[config.mk]
export PLATFORM = sky130hd
export DESIGN_NAME = uart_frame_tx_flat
export DESIGN_NICKNAME = d
export VERILOG_FILES = /design/src/rtl/uart_pkg.sv /design/src/rtl/uart_frame_tx_if.sv /design/src/rtl/sync_fifo.sv /design/src/rtl/uart_frame_tx.sv /design/src/flat_wrapper.sv
export SDC_FILE = /design/constraint.sdc
export NUM_CORES = 1
export LEC_CHECK = 0
export BUFFER_PORTS_ARGS = -buffer_cell sky130_fd_sc_hd__buf_2
export CAP_MARGIN = 5
export CORE_MARGIN = 10
export CORE_UTILIZATION = 45
export DETAILED_ROUTE_END_ITERATION = 7
export PLACE_DENSITY_LB_ADDON = 0.25
export SYNTH_ARGS = -nofsm -noshare
export SYNTH_HDL_FRONTEND = slang
export SYNTH_SLANG_ARGS = --single-unit
[constraint.sdc]
create_clock -name clk -period 6.7 [get_ports clk]
set_clock_uncertainty 0.05 [all_clocks]
set_input_delay 1.34 -clock clk [delete_from_list [all_inputs] [get_ports clk]]
set_output_delay 1.34 -clock clk [all_outputs]
set_load 0.03 [all_outputs]
[src/rtl/uart_pkg.sv]
// uart_pkg: shared UART parity encodings, FSM states, line levels and bit-timing helpers.
// ST_BREAK exists only when UART_FRAME_TX_BREAK_EN is defined.
package uart_pkg;

    localparam int PARITY_NONE = 0;
    localparam int PARITY_ODD  = 1;
    localparam int PARITY_EVEN = 2;

    localparam logic UART_IDLE  = 1'b1;
    localparam logic UART_START = 1'b0;

    typedef enum logic [2:0] {
        ST_IDLE,
        ST_START,
        ST_DATA,
        ST_PARITY,
        ST_STOP
`ifdef UART_FRAME_TX_BREAK_EN
        , ST_BREAK
`endif
    } tx_state_e;

    function automatic int clks_per_bit(input int freq, input int baud);
        return freq / baud;
    endfunction

    function automatic int cnt_width(input int cpb);
        return cpb > 1 ? $clog2(cpb) : 1;
    endfunction

endpackage

[src/rtl/uart_frame_tx_if.sv]
// uart_frame_tx_if: host word handshake plus serial line and status of the UART frame transmitter.
interface uart_frame_tx_if #(
    parameter int DATA_BITS  = 8,
    parameter int FIFO_DEPTH = 16
);
    logic [DATA_BITS-1:0]         tx_data;
    logic                         tx_valid;
    logic                         tx_ready;
    logic                         uart_tx;
    logic                         busy;
    logic [$clog2(FIFO_DEPTH):0]  fifo_level;

    modport master (
        output tx_data, tx_valid,
        input  tx_ready, uart_tx, busy, fifo_level
    );

    modport slave (
        input  tx_data, tx_valid,
        output tx_ready, uart_tx, busy, fifo_level
    );
endinterface

[src/rtl/sync_fifo.sv]
// sync_fifo: single-clock show-ahead FIFO with occupancy level; full blocks pushes even with a same-cycle pop.
module sync_fifo #(
    parameter int WIDTH = 8,
    parameter int DEPTH = 16
) (
    input  logic                     clk,
    input  logic                     rst,
    input  logic                     push_i,
    input  logic                     pop_i,
    input  logic [WIDTH-1:0]         wdata_i,
    output logic [WIDTH-1:0]         rdata_o,
    output logic                     full_o,
    output logic                     empty_o,
    output logic [$clog2(DEPTH):0]   level_o
);
    localparam int AW = $clog2(DEPTH);

    logic [WIDTH-1:0] mem_q [DEPTH];
    logic [AW-1:0]    wr_q, rd_q;
    logic [AW:0]      level_q;
    logic             do_push, do_pop;

    assign full_o  = level_q == (AW+1)'(DEPTH);
    assign empty_o = level_q == '0;
    assign do_push = push_i && !full_o;
    assign do_pop  = pop_i && !empty_o;
    assign rdata_o = mem_q[rd_q];
    assign level_o = level_q;

    always_ff @(posedge clk) begin
        if (do_push && !rst)
            mem_q[wr_q] <= wdata_i;
        if (rst) begin
            wr_q    <= '0;
            rd_q    <= '0;
            level_q <= '0;
        end else begin
            wr_q    <= wr_q + AW'(do_push);
            rd_q    <= rd_q + AW'(do_pop);
            level_q <= level_q + (AW+1)'(do_push) - (AW+1)'(do_pop);
        end
    end
endmodule

[src/rtl/uart_frame_tx.sv]
// uart_frame_tx: FIFO-buffered UART frame serialiser with configurable width, bit order, parity and stop bits.
// Optional line break generator (send_break port, BREAK state) enabled by UART_FRAME_TX_BREAK_EN.
module uart_frame_tx
    import uart_pkg::*;
#(
    parameter int CLOCK_FREQUENCY = 100_000_000,
    parameter int BAUDRATE        = 115200,
    parameter int DATA_BITS       = 8,
    parameter int PARITY          = 0,
    parameter int STOP_BITS       = 1,
    parameter int MSB_FIRST       = 1,
    parameter int FIFO_DEPTH      = 16
) (
    input logic clk,
    input logic rst,
`ifdef UART_FRAME_TX_BREAK_EN
    input logic send_break,
`endif
    uart_frame_tx_if.slave bus
);
    localparam int CPB = clks_per_bit(CLOCK_FREQUENCY, BAUDRATE);
    localparam int CW  = cnt_width(CPB);
    localparam logic [CW-1:0] TICK_MAX  = CW'(CPB - 1);
    localparam logic [3:0]    LAST_DATA = 4'(DATA_BITS - 1);
    localparam logic [3:0]    LAST_STOP = 4'(STOP_BITS - 1);
`ifdef UART_FRAME_TX_BREAK_EN
    localparam logic [3:0]    BREAK_LOW = 4'(DATA_BITS + 4);
`endif

    tx_state_e            state_q, state_d;
    logic [CW-1:0]        cnt_q, cnt_d;
    logic [3:0]           bit_q, bit_d;
    logic [DATA_BITS-1:0] sh_q, sh_d, fifo_rdata;
    logic                 par_q, par_d;
    logic                 tx_q, tx_d;
    logic                 busy_q;
    logic                 fifo_full, fifo_empty, push, pop, tick;

    assign bus.tx_ready = !fifo_full && !rst;
    assign push         = bus.tx_valid && bus.tx_ready;
    assign tick         = cnt_q == TICK_MAX;
    assign bus.uart_tx  = tx_q;
    assign bus.busy     = busy_q;

    sync_fifo #(
        .WIDTH (DATA_BITS),
        .DEPTH (FIFO_DEPTH)
    ) u_fifo (
        .clk     (clk),
        .rst     (rst),
        .push_i  (push),
        .pop_i   (pop),
        .wdata_i (bus.tx_data),
        .rdata_o (fifo_rdata),
        .full_o  (fifo_full),
        .empty_o (fifo_empty),
        .level_o (bus.fifo_level)
    );

    // tx_d is the level for the current state; registering it keeps the line glitch-free
    always_comb begin
        state_d = state_q;
        cnt_d   = (state_q == ST_IDLE || tick) ? '0 : cnt_q + 1'b1;
        bit_d   = bit_q;
        sh_d    = sh_q;
        par_d   = par_q;
        pop     = 1'b0;
        tx_d    = UART_IDLE;
        case (state_q)
            ST_IDLE: begin
                bit_d = '0;
                if (!fifo_empty) begin
                    pop     = 1'b1;
                    state_d = ST_START;
                end
`ifdef UART_FRAME_TX_BREAK_EN
                else if (send_break)
                    state_d = ST_BREAK;
`endif
            end
            ST_START: begin
                tx_d = UART_START;
                if (tick)
                    state_d = ST_DATA;
            end
            ST_DATA: begin
                tx_d = MSB_FIRST != 0 ? sh_q[DATA_BITS-1] : sh_q[0];
                if (tick) begin
                    sh_d  = MSB_FIRST != 0 ? sh_q << 1 : sh_q >> 1;
                    bit_d = bit_q == LAST_DATA ? '0 : bit_q + 1'b1;
                    if (bit_q == LAST_DATA)
                        state_d = PARITY != PARITY_NONE ? ST_PARITY : ST_STOP;
                end
            end
            ST_PARITY: begin
                tx_d = par_q;
                if (tick)
                    state_d = ST_STOP;
            end
            ST_STOP: begin
                if (tick) begin
                    bit_d = bit_q == LAST_STOP ? '0 : bit_q + 1'b1;
                    if (bit_q == LAST_STOP) begin
                        pop     = !fifo_empty;
                        state_d = fifo_empty ? ST_IDLE : ST_START;
                    end
                end
            end
`ifdef UART_FRAME_TX_BREAK_EN
            ST_BREAK: begin
                tx_d = bit_q == BREAK_LOW ? UART_IDLE : UART_START;
                if (tick) begin
                    bit_d = bit_q == BREAK_LOW ? '0 : bit_q + 1'b1;
                    if (bit_q == BREAK_LOW)
                        state_d = ST_IDLE;
                end
            end
`endif
            default: state_d = ST_IDLE;
        endcase
        if (pop) begin
            sh_d  = fifo_rdata;
            par_d = (^fifo_rdata) ^ (PARITY == PARITY_ODD);
        end
    end

    always_ff @(posedge clk) begin
        if (rst) begin
            state_q <= ST_IDLE;
            cnt_q   <= '0;
            bit_q   <= '0;
            sh_q    <= '0;
            par_q   <= 1'b0;
            tx_q    <= UART_IDLE;
            busy_q  <= 1'b0;
        end else begin
            state_q <= state_d;
            cnt_q   <= cnt_d;
            bit_q   <= bit_d;
            sh_q    <= sh_d;
            par_q   <= par_d;
            tx_q    <= tx_d;
            busy_q  <= state_q != ST_IDLE || !fifo_empty;
        end
    end
endmodule

[src/flat_wrapper.sv]
// flat-port wrapper written by rule: the top's interface ports become plain ports
module uart_frame_tx_flat import uart_pkg::*;
#(
    parameter int CLOCK_FREQUENCY = 100_000_000,
    parameter int BAUDRATE        = 115200,
    parameter int DATA_BITS       = 8,
    parameter int PARITY          = 0,
    parameter int STOP_BITS       = 1,
    parameter int MSB_FIRST       = 1,
    parameter int FIFO_DEPTH      = 16
)
  (clk, rst, bus_tx_data, bus_tx_valid, bus_tx_ready, bus_uart_tx, bus_busy, bus_fifo_level);
  uart_frame_tx_if #(.DATA_BITS(DATA_BITS), .FIFO_DEPTH(FIFO_DEPTH)) bus_i ();
  input logic clk;
  input logic rst;
  input wire logic [$bits(bus_i.tx_data)-1:0] bus_tx_data;
  input wire logic [$bits(bus_i.tx_valid)-1:0] bus_tx_valid;
  output wire logic [$bits(bus_i.tx_ready)-1:0] bus_tx_ready;
  output wire logic [$bits(bus_i.uart_tx)-1:0] bus_uart_tx;
  output wire logic [$bits(bus_i.busy)-1:0] bus_busy;
  output wire logic [$bits(bus_i.fifo_level)-1:0] bus_fifo_level;
  assign bus_i.tx_data = bus_tx_data;
  assign bus_i.tx_valid = bus_tx_valid;
  assign bus_tx_ready = bus_i.tx_ready;
  assign bus_uart_tx = bus_i.uart_tx;
  assign bus_busy = bus_i.busy;
  assign bus_fifo_level = bus_i.fifo_level;
  uart_frame_tx #(.CLOCK_FREQUENCY(CLOCK_FREQUENCY), .BAUDRATE(BAUDRATE), .DATA_BITS(DATA_BITS), .PARITY(PARITY), .STOP_BITS(STOP_BITS), .MSB_FIRST(MSB_FIRST), .FIFO_DEPTH(FIFO_DEPTH)) u_core (.clk(clk), .rst(rst), .bus(bus_i));
endmodule
==> impl_metrics.yaml, run 1 <==
global_routing:
  grtUsageTotal_pct: 13.2
  grt_pass1_wl_mm: 20.3
  grt.overflow.total: 0
  grt_pass1_vias: 3733
  grt_max_degree: 35
  antenna_found_initial: 0
yosys:
  seq_area_frac_synth_pct: 67.4
  synth_top_area_share_pct: 55.6
  synth.distinct_cells: 43
  ys_warn_count: 0
  ys_async_sr_fraction_pct: 0
  synth_fp_nets: 477
  synth-edff-count: 128
  syn_area_um2: 6920
  syn-instance-count: 452
  synthTopCellsByCount: "edfxtp_1, nor2_1, dfxtp_1, mux4_2, nand2_1"
  synth_area_leaders: "edfxtp_1, dfxtp_1, mux4_2"
  ys_ff_latch: 169
  yosysTopAreaCell: "edfxtp_1"
  synth_ff_type: "edfxtp_1"
  synth_area_per_cell_um2: 15.3
  yosysMostFrequentCell: "edfxtp_1"
clocking:
  clk_root_buffer_cell: "clkbuf_16"
  post_cts_resized: 0
  cts_buffers: 17
  insertion_delay_ns: 0.42
  path_clk_slew_ns: 0.07
  htreeDepth: 4
  clock_sinks: 169
  hold_buffers: 0
  postCtsSetupBuffers: 0
  clock_path_buffers: 2
  cts_tree: "done"
routing:
  vias: 3687
  wirelength_mm: 12.7
  post_drt_wl_per_cell_um: 18.9
  via_per_inst: 5.49
  dr.pass1.iters: 4
  drc: 0
  drt_iter0_markers: 200
  drtAntennaViolNets: 0
die:
  rows: 45
  start_util_pct: 45.7
  core_area_um2: 15100
  fp.dieW_um: 144
  dieHeight_um: 144
  die_area_um2: 20700
  num_io_pins: 19
worst_hold_path:
  min_path_cells: 1
  min_path_type: "flip-flop to flip-flop"
  hp-start: "u_core.cnt_q[0]$_SDFF_PP0_"
  hold_end: "u_core.cnt_q[0]$_SDFF_PP0_"
cells_and_area:
  drive_above_1_share_pct: 18.8
  antenna_cells: 0
  fin_cells: 672
  fillers: 1264
  area_delta_synth_final_pct: 12.6
  final_nets: 496
worst_setup_path:
  crit_type: "flip-flop to flip-flop"
  r2r_slack_ns: 3.11
  cp_data_required_time_ns: 6.93
  cp_data_arrival_time_ns: 3.83
  r2r-end: "u_core.u_fifo.level_o[4]$_SDFF_PP0_"
  path_buf_inv: 4
  crit_top_cell: "inv_1"
  critical_path.slowest_cell: "nor4_1"
  r2r_start: "u_core.cnt_q[0]$_SDFF_PP0_"
  cp_max_fo: 16
  slowest_delay_ns: 0.62
  crit_start: "u_core.cnt_q[0]$_SDFF_PP0_"
  endpoint_kind: "flip-flop"
  r2r.worst_path.cells: 17
  critPathTopFamily: "simple AND/OR/NAND/NOR gates"
  critical_path.startpoint_type: "flip-flop"
  crit_chain: "ha_1, nand2b_1, nor4_1, nand2_1, nand2_1, nand2_1, inv_1, ha_1, inv_1, ha_1, inv_1, fa_1, inv_1, a21oi_1, nor2_1, or3_1, a21oi_1"
place:
  port_buffers: 18
  dp_slack_ns: 2.80
  dp_cells: 639
  gp_congestion: 0.816
  detailed_place_hpwl_mm: 8.30
sta:
  final.period_utilization_pct: 53.6
  fin_setup_tns_ns: 0
  max-slew-margin-rel_pct: 18.5
  period_needed_ns: 3.59
  fin_ws_ns: 3.11
  setup_viol: 0
  hold_viol: 0
  max_freq_mhz: 278
  worst_pin_slew_ns: 1.21
  rsz0062_at_grt: "false"
  slew_violations: 0
pwr:
  power.density_nw_per_um2: 370
  ir_worst_vdd_mv: 0.232
  p_leak_nw: 2.57
job:
  drv_cap: 0
outcome:
  outcome: "finished, final reports clean"
## per-stage QoR
stage / hold WS, ns / power (mW) / utilization [%] / instance area [um^2]
global placement: 0.392 / 1.89 / 47.2 / 7150
CTS: 0.420 / 2.91 / 51.4 / 7780
global route: 0.457 / 3.03 / 51.4 / 7790
floorplan: 0.376 / 1.76 / - / 6920
finish: 0.415 / 2.88 / 51.4 / 7790
detailed placement: 0.408 / 1.90 / 47.2 / 7150
## per-layer routing
metal  GRT usage (%)  wire length [um]  vias up
met5               0                 0        -
met4            4.41               153        0
met3            3.97               641       12
met2            20.6              6070       72
met1            17.2              5850     1848
li1                -                 -     1755
## worst max-delay path by stage
stage                                          end  slack (ns)  depth (start not counted)
3_3_place_gp   u_core.u_fifo.mem_q[0][4]$_DFFE_PP_        2.91                          6
5_1_grt        u_core.u_fifo.level_o[4]$_SDFF_PP0_        2.76                         17
3_5_place_dp   u_core.u_fifo.mem_q[0][4]$_DFFE_PP_        2.80                          6
4_1_cts        u_core.u_fifo.level_o[4]$_SDFF_PP0_        3.11                         17
2_1_floorplan  u_core.u_fifo.level_o[4]$_SDFF_PP0_        3.00                         13
6_report       u_core.u_fifo.level_o[4]$_SDFF_PP0_        3.11                         17
## flip-flops by register name, indices dropped and copies added, names as in the netlist
| signal | flops |
|---|---|
| u_core.par_q | 1 |
| u_core.bus.uart_tx | 1 |
| u_core.state_q | 3 |
| u_core.u_fifo.wr_q | 4 |
| u_core.u_fifo.level_o | 5 |
| u_core.u_fifo.rd_q | 4 |
| u_core.sh_q | 8 |
| u_core.bus.busy | 1 |
| u_core.cnt_q | 10 |
| u_core.u_fifo.mem_q | 128 |
| u_core.bit_q | 4 |
## final cells by class
type | instances | area, um^2 | area share (%)
sequential | 169 | 4670 | 59.9
multi-input combinational | 249 | 2100 | 27.0
clock buffer | 17 | 425 | 5.46
inverter | 13 | 48.8 | 0.626
tap | 188 | 235 | 3.02
timing repair buffer | 21 | 113 | 1.45
clock inverter | 15 | 203 | 2.60
## report_power, final
group	internal, mW	switching (mW)
Sequential	1.19	0.0450
Combinational	0.285	0.347
Clock	0.574	0.445
Total	2.05	0.837
## kinds of logic after synthesis
| group | after synthesis | synth area share (%) |
|---|---|---|
| XOR/XNOR | 21 | 2.66 |
| buffers and inverters | 34 | 2.21 |
| AO/OA/AOI/OAI | 52 | 5.07 |
| AND/OR/NAND/NOR | 122 | 8.41 |
| adder cells (fa/ha/maj) | 15 | 2.79 |
| multiplexers | 39 | 11.4 |
| flip-flops | 169 | 67.4 |
## cells in the final DEF, fill, tap and decap left out, types with 7 or more instances in the layout
cell | synthesis | final
nand2_1 | 21 | 21
inv_1 | 13 | 13
xnor2_1 | 12 | 12
ha_1 | 13 | 13
mux2i_1 | 7 | 7
nor2b_1 | 9 | 9
a22oi_1 | 19 | 19
nor3_1 | 9 | 9
a21oi_1 | 13 | 13
a211oi_1 | 9 | 9
clkbuf_16 | 0 | 17
nor2_1 | 52 | 52
edfxtp_1 | 128 | 128
nand3_1 | 9 | 9
xor2_1 | 9 | 9
dfxtp_1 | 41 | 40
mux4_2 | 32 | 32
buf_2 | 5 | 18
## worst register-to-register path: stages (launching register included)
cell	delay, ns
dfxtp_1	0.38
ha_1	0.21
nand2b_1	0.10
nor4_1	0.62
nand2_1	0.11
nand2_1	0.10
nand2_1	0.28
inv_1	0.27
ha_1	0.26
inv_1	0.05
ha_1	0.15
inv_1	0.05
fa_1	0.40
inv_1	0.07
a21oi_1	0.06
nor2_1	0.12
or3_1	0.12
a21oi_1	0.05
(Power assumes the default switching activity.)
==> run 2: changes to the inputs <==
==> constraint.sdc (replaced) <==
create_clock -name clk -period 3.5 [get_ports clk]
set_clock_uncertainty 0.05 [all_clocks]
set_input_delay 0.7 -clock clk [delete_from_list [all_inputs] [get_ports clk]]
set_output_delay 0.7 -clock clk [all_outputs]
set_load 0.03 [all_outputs]
==> impl_metrics.yaml, run 2 (synthesis gave the netlist of run 1 again) <==
worst_setup_path:
  cp_data_arrival_time_ns: 3.16
  slowest_delay_ns: 0.40
  crit_chain: "ha_1, nand2b_1, nor4_1, buf_4, nand2_1, nand2_1, nand2_1, inv_1, ha_1, inv_1, ha_1, inv_1, fa_1, inv_1, a21oi_1, nor2_1, or3_1, a21oi_1"
  cp_data_required_time_ns: 3.75
  crit_top_cell: "inv_1"
  critical_path.startpoint_type: "flip-flop"
  cp_max_fo: 6
  endpoint_kind: "flip-flop"
  crit_type: "flip-flop to flip-flop"
  critical_path.slowest_cell: "fa_1"
sta:
  period_needed_ns: 2.91
  hold_ws_ns: 0.421
  max-slew-margin-rel_pct: 39.4
  max_freq_mhz: 343
  final.period_utilization_pct: 83.3
  slew_violations: 0
  hold_viol: 0
  fin_setup_tns_ns: 0
  worst_pin_slew_ns: 0.905
  rsz0062_at_grt: "false"
  setup_viol: 0
die:
  dieHeight_um: 144
  die_area_um2: 20700
  core_area_um2: 15100
  start_util_pct: 45.7
  num_io_pins: 19
  fp.dieW_um: 144
  rows: 45
cells_and_area:
  drive_above_1_share_pct: 20.3
  fillers: 1233
  ff_latch_area_um2: 4670
  fin_cells: 686
  antenna_cells: 0
  final_cell_mix: "edfxtp_1, nor2_1, dfxtp_1"
  multiInputGateArea_um2: 2100
  fin_area_um2: 7800
  area_delta_synth_final_pct: 12.8
  largest-register: "u_core.u_fifo.mem_q"
  mostFrequentLayoutCell: "edfxtp_1"
  top_regs: "u_core.u_fifo.mem_q (128), u_core.cnt_q (10), u_core.sh_q (8)"
  final_nets: 510
  largest_reg_flops: 128
place:
  placed_cell_area_um2: 7280
  detailed_place_hpwl_mm: 8.33
  port_buffers: 18
  gp_congestion: 0.743
  dp_cells: 654
pwr:
  clkPwrFrac_pct: 31.7
  intPower_mw: 3.75
  power.density_nw_per_um2: 677
  switching_share_pct: 28.9
  ir_worst_vdd_mv: 0.448
  p_comb_share_pct: 23.6
  p_switching_mw: 1.53
  share_seq_of_total_power_pct: 44.7
  p_leak_nw: 2.59
global_routing:
  antenna_found_initial: 0
  grt.overflow.total: 0
  grt_pass1_vias: 3822
  grtUsageTotal_pct: 13.3
  grt_pass1_wl_mm: 20.7
  grt_max_degree: 35
clocking:
  clk_root_buffer_cell: "clkbuf_16"
  hold_buffers: 0
  postCtsSetupBuffers: 0
  htreeDepth: 4
  path_clk_slew_ns: 0.06
  post_cts_resized: 0
  clock_path_buffers: 2
  insertion_delay_ns: 0.43
  clock_sinks: 169
  cts_buffers: 17
  cts_tree: "done"
routing:
  drtAntennaViolNets: 0
  dr.pass1.iters: 4
  via_per_inst: 5.43
  post_drt_wl_per_cell_um: 18.5
  wirelength_mm: 12.7
  drc: 0
  drt_iter0_markers: 291
  vias: 3724
worst_hold_path:
  min_path_type: "flip-flop to flip-flop"
outcome:
  outcome: "finished, final reports clean"
job:
  drv_cap: 0
==> run 2: cell count changes in the layout (fill, tap and decap cells not counted), moves of 2 or more <==
| cell | change |
|---|---|
| clkinv_8 | -2 |
| clkinvlp_4 | +2 |
| clkinv_4 | -2 |
| clkinv_1 | +3 |
| inv_6 | +4 |
| inv_8 | -6 |
| clkinv_2 | +2 |
| buf_4 | +14 |
| bufinv_16 | -2 |
==> run 2: power by group through the flow <==
stage / Sequential, mW / Combinational [mW] / Clock (mW)
3_5_place_dp: 2.40 / 1.26 / 0
3_3_place_gp: 2.40 / 1.25 / 0
2_1_floorplan: 2.43 / 0.933 / 0
6_report: 2.36 / 1.24 / 1.68
4_1_cts: 2.36 / 1.27 / 1.71
5_1_grt: 2.38 / 1.39 / 1.81
==> run 2: area by class of cell <==
class	count	area share, %
clock buffers	18	5.50
multi-input cells	249	26.9
inverters	13	0.625
well taps	188	3.01
clock inverters	14	1.23
flip-flops and latches	169	59.8
repair buffers	35	2.95
==> run 2: worst paths after layout <==
path,depth (start not counted),slack (ns),startpoint,end
setup reg to reg,18,0.59,u_core.cnt_q[0]$_SDFF_PP0_,u_core.u_fifo.level_o[4]$_SDFF_PP0_
setup / recovery,18,0.59,u_core.cnt_q[0]$_SDFF_PP0_,u_core.u_fifo.level_o[4]$_SDFF_PP0_
hold reg to reg,1,0.42,u_core.cnt_q[0]$_SDFF_PP0_,u_core.cnt_q[0]$_SDFF_PP0_
hold / removal,1,0.42,u_core.cnt_q[0]$_SDFF_PP0_,u_core.cnt_q[0]$_SDFF_PP0_
==> run 2: critical path: cells and delay by family (launching register included) <==
kind | cells | cell delay, ns
adder cells (fa/ha/maj) | 4 | 1.01
AND/OR/NAND/NOR | 7 | 0.73
buffers and inverters | 5 | 0.52
flip-flops | 1 | 0.37
AO/OA/AOI/OAI | 2 | 0.11
==> run 2: metrics by stage <==
stage               total power, mW  setup WS [ns]  utilization (%)
global route                   5.57          0.272             51.5
floorplan                      3.36          0.256                -
CTS                            5.35          0.557             51.5
detailed placement             3.67          0.570             48.1
global placement               3.65          0.666             48.1
finish                         5.28          0.586             51.5
==> run 2: per-layer routing <==
metal	GRT usage, %	vias to the layer above	share of wire [%]	routed length, um
met1	16.7	1853	45	5670
li1	-	1779	-	-
met3	4.26	11	5.7	721
met4	4.51	0	1.1	144
met5	0	-	0	0
met2	21.2	81	49	6160
